## config.mk

```make
export PLATFORM = sky130hd
export DESIGN_NAME = hci_core_addressgen_2d
export DESIGN_NICKNAME = d
export VERILOG_FILES = /design/src/rtl/hci_core_addressgen_2d_pkg.sv /design/src/rtl/hci_core_addressgen_2d.sv
export SDC_FILE = /design/constraint.sdc
export NUM_CORES = 1
export LEC_CHECK = 0
export ABC_AREA = 0
export CAP_MARGIN = 20
export CORE_MARGIN = 1.5
export CORE_UTILIZATION = 45
export CTS_CLUSTER_SIZE = 8
export DETAILED_ROUTE_END_ITERATION = 10
export GPL_ROUTABILITY_DRIVEN = 0
export PLACE_DENSITY = 0.79
export SLEW_MARGIN = 20
export SYNTH_ARGS = -nofsm -noshare
export SYNTH_HDL_FRONTEND = slang
export SYNTH_SLANG_ARGS = --single-unit
```

## constraint.sdc

```tcl
create_clock -name clk_i -period 3.6 [get_ports clk_i]
set_input_delay 0.72 -clock clk_i [delete_from_list [all_inputs] [get_ports clk_i]]
set_output_delay 0.72 -clock clk_i [all_outputs]
set_load 0.1 [all_outputs]
```

## src/rtl/hci_core_addressgen_2d_pkg.sv

```systemverilog
// Shared types for the HCI 2-D address generator: FSM states and the latched job descriptor.
package hci_package;

    // Descriptor fields are sized for the widest supported configuration;
    // instances use the low ADDR_WIDTH / CNT_WIDTH bits.
    localparam int unsigned HCI_ADDR_W = 32;
    localparam int unsigned HCI_CNT_W  = 16;

    typedef enum logic [1:0] {
        IDLE,
        RUN,
        DONE
    } hci_addressgen_state_t;

    typedef struct packed {
        logic [HCI_ADDR_W-1:0] base;
        logic [HCI_ADDR_W-1:0] word_stride;
        logic [HCI_ADDR_W-1:0] line_stride;
        logic [HCI_CNT_W-1:0]  word_length;
        logic [HCI_CNT_W-1:0]  line_length;
    } hci_addressgen_cfg_t;

endpackage

```

## src/rtl/hci_core_addressgen_2d.sv

```systemverilog
// Two-level (word/line) strided byte-address generator feeding the TCDM streamers.
// One address per valid/ready handshake; one-cycle done pulse at the end of each job.
module hci_core_addressgen_2d
    import hci_package::*;
#(
    parameter int unsigned ADDR_WIDTH = 32,  // up to HCI_ADDR_W
    parameter int unsigned CNT_WIDTH  = 16   // up to HCI_CNT_W
) (
    input  logic                   clk_i,
    input  logic                   rst_i,
    input  logic                   clear_i,
    input  logic                   enable_i,
    input  logic                   start_i,
    input  logic [ADDR_WIDTH-1:0]  base_addr_i,
    input  logic [ADDR_WIDTH-1:0]  word_stride_i,
    input  logic [ADDR_WIDTH-1:0]  line_stride_i,
    input  logic [CNT_WIDTH-1:0]   word_length_i,
    input  logic [CNT_WIDTH-1:0]   line_length_i,
    output logic [ADDR_WIDTH-1:0]  addr_o,
    output logic                   addr_valid_o,
    input  logic                   addr_ready_i,
    output logic                   ready_start_o,
    output logic                   busy_o,
    output logic                   done_o,
    output logic [2*CNT_WIDTH-1:0] addr_cnt_o
);

    localparam int unsigned TOT_W = 2 * CNT_WIDTH;

    hci_addressgen_state_t state_q, state_d;
    hci_addressgen_cfg_t   cfg_q, cfg_d;
    logic [CNT_WIDTH-1:0]  word_cnt_q, word_cnt_d;
    logic [CNT_WIDTH-1:0]  line_cnt_q, line_cnt_d;
    logic [ADDR_WIDTH-1:0] line_base_q, line_base_d;
    logic [ADDR_WIDTH-1:0] addr_q, addr_d;
    logic                  valid_q, valid_d;
    logic                  done_q, done_d;
    logic [TOT_W-1:0]      tot_cnt_q, tot_cnt_d;

    logic [ADDR_WIDTH-1:0] word_stride, line_stride;
    logic [CNT_WIDTH-1:0]  word_len, line_len;
    logic                  handshake, last_word, last_line;

    assign word_stride = cfg_q.word_stride[ADDR_WIDTH-1:0];
    assign line_stride = cfg_q.line_stride[ADDR_WIDTH-1:0];
    assign word_len    = cfg_q.word_length[CNT_WIDTH-1:0];
    assign line_len    = cfg_q.line_length[CNT_WIDTH-1:0];

    assign handshake = valid_q & addr_ready_i & enable_i;
    // Lengths are nonzero whenever RUN is reachable, so len-1 never underflows.
    assign last_word = (word_cnt_q == word_len - CNT_WIDTH'(1));
    assign last_line = (line_cnt_q == line_len - CNT_WIDTH'(1));

    always_ff @(posedge clk_i) begin
        if (rst_i || clear_i) begin
            state_q     <= IDLE;
            cfg_q       <= '0;
            word_cnt_q  <= '0;
            line_cnt_q  <= '0;
            line_base_q <= '0;
            addr_q      <= '0;
            valid_q     <= 1'b0;
            done_q      <= 1'b0;
            tot_cnt_q   <= '0;
        end else if (enable_i) begin
            state_q     <= state_d;
            cfg_q       <= cfg_d;
            word_cnt_q  <= word_cnt_d;
            line_cnt_q  <= line_cnt_d;
            line_base_q <= line_base_d;
            addr_q      <= addr_d;
            valid_q     <= valid_d;
            done_q      <= done_d;
            tot_cnt_q   <= tot_cnt_d;
        end
    end

    always_comb begin
        state_d     = state_q;
        cfg_d       = cfg_q;
        word_cnt_d  = word_cnt_q;
        line_cnt_d  = line_cnt_q;
        line_base_d = line_base_q;
        addr_d      = addr_q;
        valid_d     = valid_q;
        done_d      = 1'b0;
        tot_cnt_d   = tot_cnt_q;

        case (state_q)
            IDLE: begin
                if (start_i) begin
                    cfg_d.base        = HCI_ADDR_W'(base_addr_i);
                    cfg_d.word_stride = HCI_ADDR_W'(word_stride_i);
                    cfg_d.line_stride = HCI_ADDR_W'(line_stride_i);
                    cfg_d.word_length = HCI_CNT_W'(word_length_i);
                    cfg_d.line_length = HCI_CNT_W'(line_length_i);
                    word_cnt_d  = '0;
                    line_cnt_d  = '0;
                    tot_cnt_d   = '0;
                    line_base_d = base_addr_i;
                    addr_d      = base_addr_i;
                    if ((word_length_i != '0) && (line_length_i != '0)) begin
                        state_d = RUN;
                        valid_d = 1'b1;
                    end else begin
                        state_d = DONE;
                    end
                end
            end
            RUN: begin
                if (handshake) begin
                    tot_cnt_d = tot_cnt_q + TOT_W'(1);
                    if (!last_word) begin
                        word_cnt_d = word_cnt_q + CNT_WIDTH'(1);
                        addr_d     = addr_q + word_stride;
                    end else if (!last_line) begin
                        word_cnt_d  = '0;
                        line_cnt_d  = line_cnt_q + CNT_WIDTH'(1);
                        line_base_d = line_base_q + line_stride;
                        addr_d      = line_base_q + line_stride;
                    end else begin
                        valid_d = 1'b0;
                        state_d = DONE;
                    end
                end
            end
            DONE: begin
                done_d  = 1'b1;
                state_d = IDLE;
            end
            default: state_d = IDLE;
        endcase
    end

    assign addr_o        = addr_q;
    assign addr_valid_o  = valid_q;
    assign done_o        = done_q;
    assign addr_cnt_o    = tot_cnt_q;
    assign ready_start_o = (state_q == IDLE);
    assign busy_o        = (state_q == RUN);

endmodule
```

== Word level (Yosys, flattened, before mapping) ==
Cells that the tools add are included.
Widths: inputs -> output; s select.

* Bitwise gates (word level): 2
* Reduce and logical (&&, ||, !) cells: 12
* Muxes and demuxes: 33
* Eq/ne operators: 11
* $add $sub $neg: 7

{| class="wikitable"
|+ Operators by type and width
! cell !! number
|-
| $mux 32 || 8
|-
| $pmux 32 s2 || 3
|-
| $mux 16 || 7
|-
| $add 32x32->32 || 2
|-
| $pmux 16 s2 || 2
|-
| $add 16x1->16 const B || 2
|-
| $add 32x1->32 const B || 1
|-
| $eq 16x16->1 || 2
|-
| $reduce_bool 16->1 || 2
|-
| $sub 16x1->16 const B || 2
|-
| $mux 2 || 5
|-
| $reduce_and 5->1 || 2
|-
| $ne 2x1->1 const B || 4
|-
| $reduce_and 7->1 || 1
|-
| $mux 1 || 6
|-
| $reduce_and 6->1 || 1
|-
| $ne 2x2->1 const B || 2
|-
| $pmux 2 s2 || 1
|-
| $reduce_and 4->1 || 1
|-
| $ne 3x3->1 const B || 1
|-
| $reduce_and 3->1 || 1
|-
| $and 1x1->1 || 2
|-
| $eq 2x1->1 const B || 1
|-
| $eq 2x2->1 const B || 1
|-
| 5 further kinds || 5
|}

* Register bits: 228
* Word-level logic and storage cells: 77

== Logic depth before layout (Yosys ltp) ==
* Depth in word-level cells: 6
* Gate-level depth with buffers: 15

== Worst setup path after synthesis ==
OpenSTA, ideal clock, no wires.

* Kind: register to register
* Start: register addr_q[15], in the netlist addr_o[15]
* End: register addr_q[28], in the netlist addr_o[28]
* Slack: 0.072 ns
* Arrival time: 3.407 ns
* Data required time: 3.479 ns
* Setup time: 0.121 ns
* Stages on the path, launching flop included: 12
* Cell sequence: dfxtp_1 ha_1 a211o_1 a21oi_1 o21ai_0 a221o_1 o41ai_1 o21ai_0 o31ai_1 mux2i_1 a211oi_1 nor3_1

* Cells in the longest elaborated chain, start to end: 4

{| class="wikitable"
|+ Ends and longest elaborated chain
! element !! line !! RTL
|-
| start: declaration || hci_core_addressgen_2d.sv:35 || <nowiki>logic [ADDR_WIDTH-1:0] addr_q, addr_d;</nowiki>
|-
| start signal: assignment || hci_core_addressgen_2d.sv:71 || <nowiki>addr_q <= addr_d;</nowiki>
|-
| $add 32x32->32 || hci_core_addressgen_2d.sv:115 || <nowiki>addr_d = addr_q + word_stride;</nowiki>
|-
| $mux 32 || hci_core_addressgen_2d.sv:113 || <nowiki>if (!last_word) begin</nowiki>
|-
| $mux 32 || hci_core_addressgen_2d.sv:111 || <nowiki>if (handshake) begin</nowiki>
|-
| $pmux 32 s2 || hci_core_addressgen_2d.sv:89 || <nowiki>case (state_q)</nowiki>
|}

Every way passes these cells. The select of a mux whose other input is x is not followed.
A chain may end at the register's enable or synchronous reset.

== Final worst setup path ==
* Start: register cfg_q (netlist bit word_len[0])
* End: register addr_q[17], in the netlist addr_o[17]

* Cells in the longest elaborated chain, start to end: 5

{| class="wikitable"
|+ Ends and longest elaborated chain
! element !! line !! RTL
|-
| start: declaration || hci_core_addressgen_2d.sv:31 || <nowiki>hci_addressgen_cfg_t cfg_q, cfg_d;</nowiki>
|-
| start signal: assignment || hci_core_addressgen_2d.sv:67 || <nowiki>cfg_q <= cfg_d;</nowiki>
|-
| $sub 16x1->16 * || hci_core_addressgen_2d.sv:51 || <nowiki>assign last_word = (word_cnt_q == word_len - CNT_WIDTH'(1));</nowiki>
|-
| $eq 16x16->1 * || hci_core_addressgen_2d.sv:51 ||
|-
| $mux 32 || hci_core_addressgen_2d.sv:113 ||
|-
| $mux 32 || hci_core_addressgen_2d.sv:111 ||
|-
| $pmux 32 s2 || hci_core_addressgen_2d.sv:89 ||
|}

Every way passes the cells marked *; elsewhere a longest branch is shown, timed or not. The select of a mux whose other input is x is not followed.

==> summary.txt <==
CTS
  • Clock latency on the worst-skew pair: 500 ps
  • Root Driver: clkbuf_16
  • Max clock buf depth: 3
  • Sinks on Clock Net: 228
  • Number of H-tree levels: 2
  • Worst-path clk slew: 50 ps
  • Cts bufs inserted: 34
  • CTS tree: built
  • # hold bufs at CTS: 0

Logic synthesis
  • Async set or reset register ratio after synthesis: 0%
  • Syn Inst Count: 1762
  • Sequential fraction of the synthesis area: between 30% and 40%
  • EDFF count, synth: 0
  • Ys Warns: 0
  • Syn_area_per_cell: 7.729 um2
  • Post-Syn Nets: 1965
  • Post-Syn Area: 13620 um2
  • Synth top area cells: dfxtp_1 (34%), nand2_1 (8.1%), a21oi_1 (7.3%)
  • Synth area leader: dfxtp_1
  • Netlist cell types: 81
  • Yosys reg bits: 228
  • Top FF cell, synth: dfxtp_1
  • Top cell type's share of synthesized area: around a third

STA
  • RSZ-0062 raised after global routing: true
  • Pins Over Slew Limit: 0
  • Final Cycle Share: between 90% and 100%
  • Fmax achieved: 281.6 MHz
  • Clk_skew: 13.39 ps
  • # setup viols final: 0
  • Post-route setup TNS: 0 ps
  • Relative slew slack: 32.48%
  • Worst setup margin: 49.38 ps
  • Hold_ws: 453.5 ps
  • Fin crit period: 3551 ps
  • Worst-margin pin slew: 1010 ps
  • Hold Fails Final Rpt: 0

Outcome
  • Run status: finished, final reports clean

Final layout
  • Diodes inserted: 0
  • Post-Layout Inst Area: 17210 um2
  • Fillers: 2588
  • Fin nets: 2155
  • Area of the multi-input gates: 8640 um2
  • Fin util: between 50% and 60%
  • Register area: approximately 4600 um2
  • Area grow syn2layout: 26.33%
  • Layout cell share with drive strength beyond 1: 6.755%
  • Non-Filler Instances: 2344

GRT
  • First-pass GRT wire length: ~67 mm
  • GRT Util Overall: 26.48%
  • Pin count of the biggest net entering global routing: 81
  • Initial antenna violation count: 0
  • Total grt overflow: 0
  • Number of global-route vias before repair: 12980

Route
  • Drt pass-1 iters: 7
  • Via density: 5.954
  • Final ANT Viol Nets: 0
  • Routed length per instance: 18.07 um
  • Vias post-DR: 13960
  • Initial drt markers: 1261
  • DRT Wirelength: between 40 and 50 mm
  • Drt drc: 0

Setup path
  • Critical Path, Cell by Cell: inv_1 > ha_1 > or4b_2 > or4_1 > a311o_1 > nand3_1 > o2111ai_4 > buf_6 > nand2_1 > nor2_1 > or4_1 > a21oi_1
  • Setup crit end kind: flop
  • Crit start category: flop
  • Worst reg2reg path depth: 12
  • CP max-delay cell: or4b_2
  • CP required: 4030 ps
  • Critical Path AT: 3980 ps
  • Critical Path Max Stage Delay: roughly 630 ps
  • Most used cell, CP: or4_1
  • Worst-path maximum fanout: 35
  • Crit path kind: reg -> reg

Power and ir drop
  • Leakage: 6.768 nW
  • Total power: 6.322 mW
  • Power per cell area: 367.4 nW/um2
  • Worst VDD drop: 0.2216 mV

Place
  • IO Port Bufs: 201
  • Placed instance area: ~16000 um2
  • Placed cell count: 2300
  • Post-DP HPWL: ~31 mm
  • DP Worst Slack: -266.0 ps

Worst hold path
  • Hold crit path type: reg -> reg
  • WHS Path Cells: 2

Job
  • Max_cap viols: 0

Die
  • Die area: 31320 um2
  • Die W: around 180 um
  • Site Rows: 63
  • Die Y: approximately 180 um
  • Core ar.: 29720 um2
  • Total I/O pin count: 202
  • Initial Util: 45.83%
[cell type report]
class / count / share of cell area [%]
multi-input combinational: 1408 / 50.21
sequential: 228 / 26.53
timing repair buffer: 252 / 14.62
clock buffer: 36 / 5.112
tap: 390 / 2.836
inverter: 28 / 0.6109
clock inverter: 2 / 0.07999
[synth_stat cells (all sizes together) (30+ instances only)]
| cell type | n |
|---|---|
| ha | 67 |
| nand4 | 34 |
| and3 | 30 |
| dfxtp | 228 |
| a21oi | 200 |
| a21o | 38 |
| xnor2 | 57 |
| clkbuf | 71 |
| nor2 | 152 |
| nand2 | 295 |
| xor2 | 78 |
| o21ai | 107 |
| nand3 | 53 |
[cell families (layout without fill, tap and decap cells)]
logic type / after synthesis / after routing / synth area share, %
simple gates: 687 / 687 / 23.47
compound gates: 494 / 496 / 22.32
flops: 228 / 228 / 33.51
xor+xnor: 135 / 135 / 8.682
buf+inv: 128 / 318 / 3.996
fa+ha+maj: 69 / 69 / 6.449
mux: 21 / 21 / 1.562
[registers in the layout, summed over array words and instances (netlist names)]
signal and count:
addr_cnt_o 32, word_cnt_q 16, word_len 16, line_base_q 32, done_o 1, line_len 16, addr_o 32, line_stride 32
addr_valid_o 1, state_q 2, word_stride 32, line_cnt_q 16
[critical path: cells and delay by family, from the launching register on]
kind,cells,cell delay [ps]
flops,1,310
buf+inv,2,340
fa+ha+maj,1,160
simple gates,6,1930
compound gates,3,730
[power breakdown]
| group | leakage (nW) | switching (mW) | internal, mW |
|---|---|---|---|
| clock | 0.441 | 1.10 | 1.71 |
| sequential | 1.84 | 0.0495 | 2.58 |
| combinational | 4.48 | 0.519 | 0.370 |
[routing by layer]
metal  share of wire [%]  vias to the layer above  GRT usage, %
li1                    -                     6653             -
met1                  41                     6517         33.44
met2                  47                      660         43.95
met3                 7.7                      126         4.317
met4                 4.3                        0         12.43
met5                   0                        -             0
[layout by cell type, fill, tap and decap left out, types with 34 or more instances in the layout]
master / Yosys / layout
nand3_1: 53 / 52
buf_4: 2 / 41
nand2_1: 294 / 294
clkdlybuf4s50_1: 0 / 198
xor2_1: 78 / 78
xnor2_1: 57 / 57
a21oi_1: 200 / 200
o21ai_0: 104 / 103
nor2_1: 152 / 150
nand4_1: 34 / 34
clkbuf_16: 0 / 36
a21o_1: 38 / 38
ha_1: 67 / 66
dfxtp_1: 228 / 228
[path summary, 6_finish.rpt]
| kind | to | from | slack, ps |
|---|---|---|---|
| setup / recovery | addr_o[17]$_SDFFE_PP0P_ | word_len[0]$_SDFFE_PP0P_ | 50 |
| hold / removal | done_o$_SDFFE_PP0P_ | done_o$_SDFFE_PP0P_ | 450 |
| setup reg to reg | addr_o[17]$_SDFFE_PP0P_ | word_len[0]$_SDFFE_PP0P_ | 50 |
| hold reg to reg | done_o$_SDFFE_PP0P_ | done_o$_SDFFE_PP0P_ | 450 |
[what timing repair did]
action,4_1_cts,5_1_grt
endpoints found under the setup margin,46,90
buffers inserted,0,3
gates resized for setup,0,18
cloned,2,1
pin swaps,1,1
Note: power is estimated with default switching activity, not from simulation.
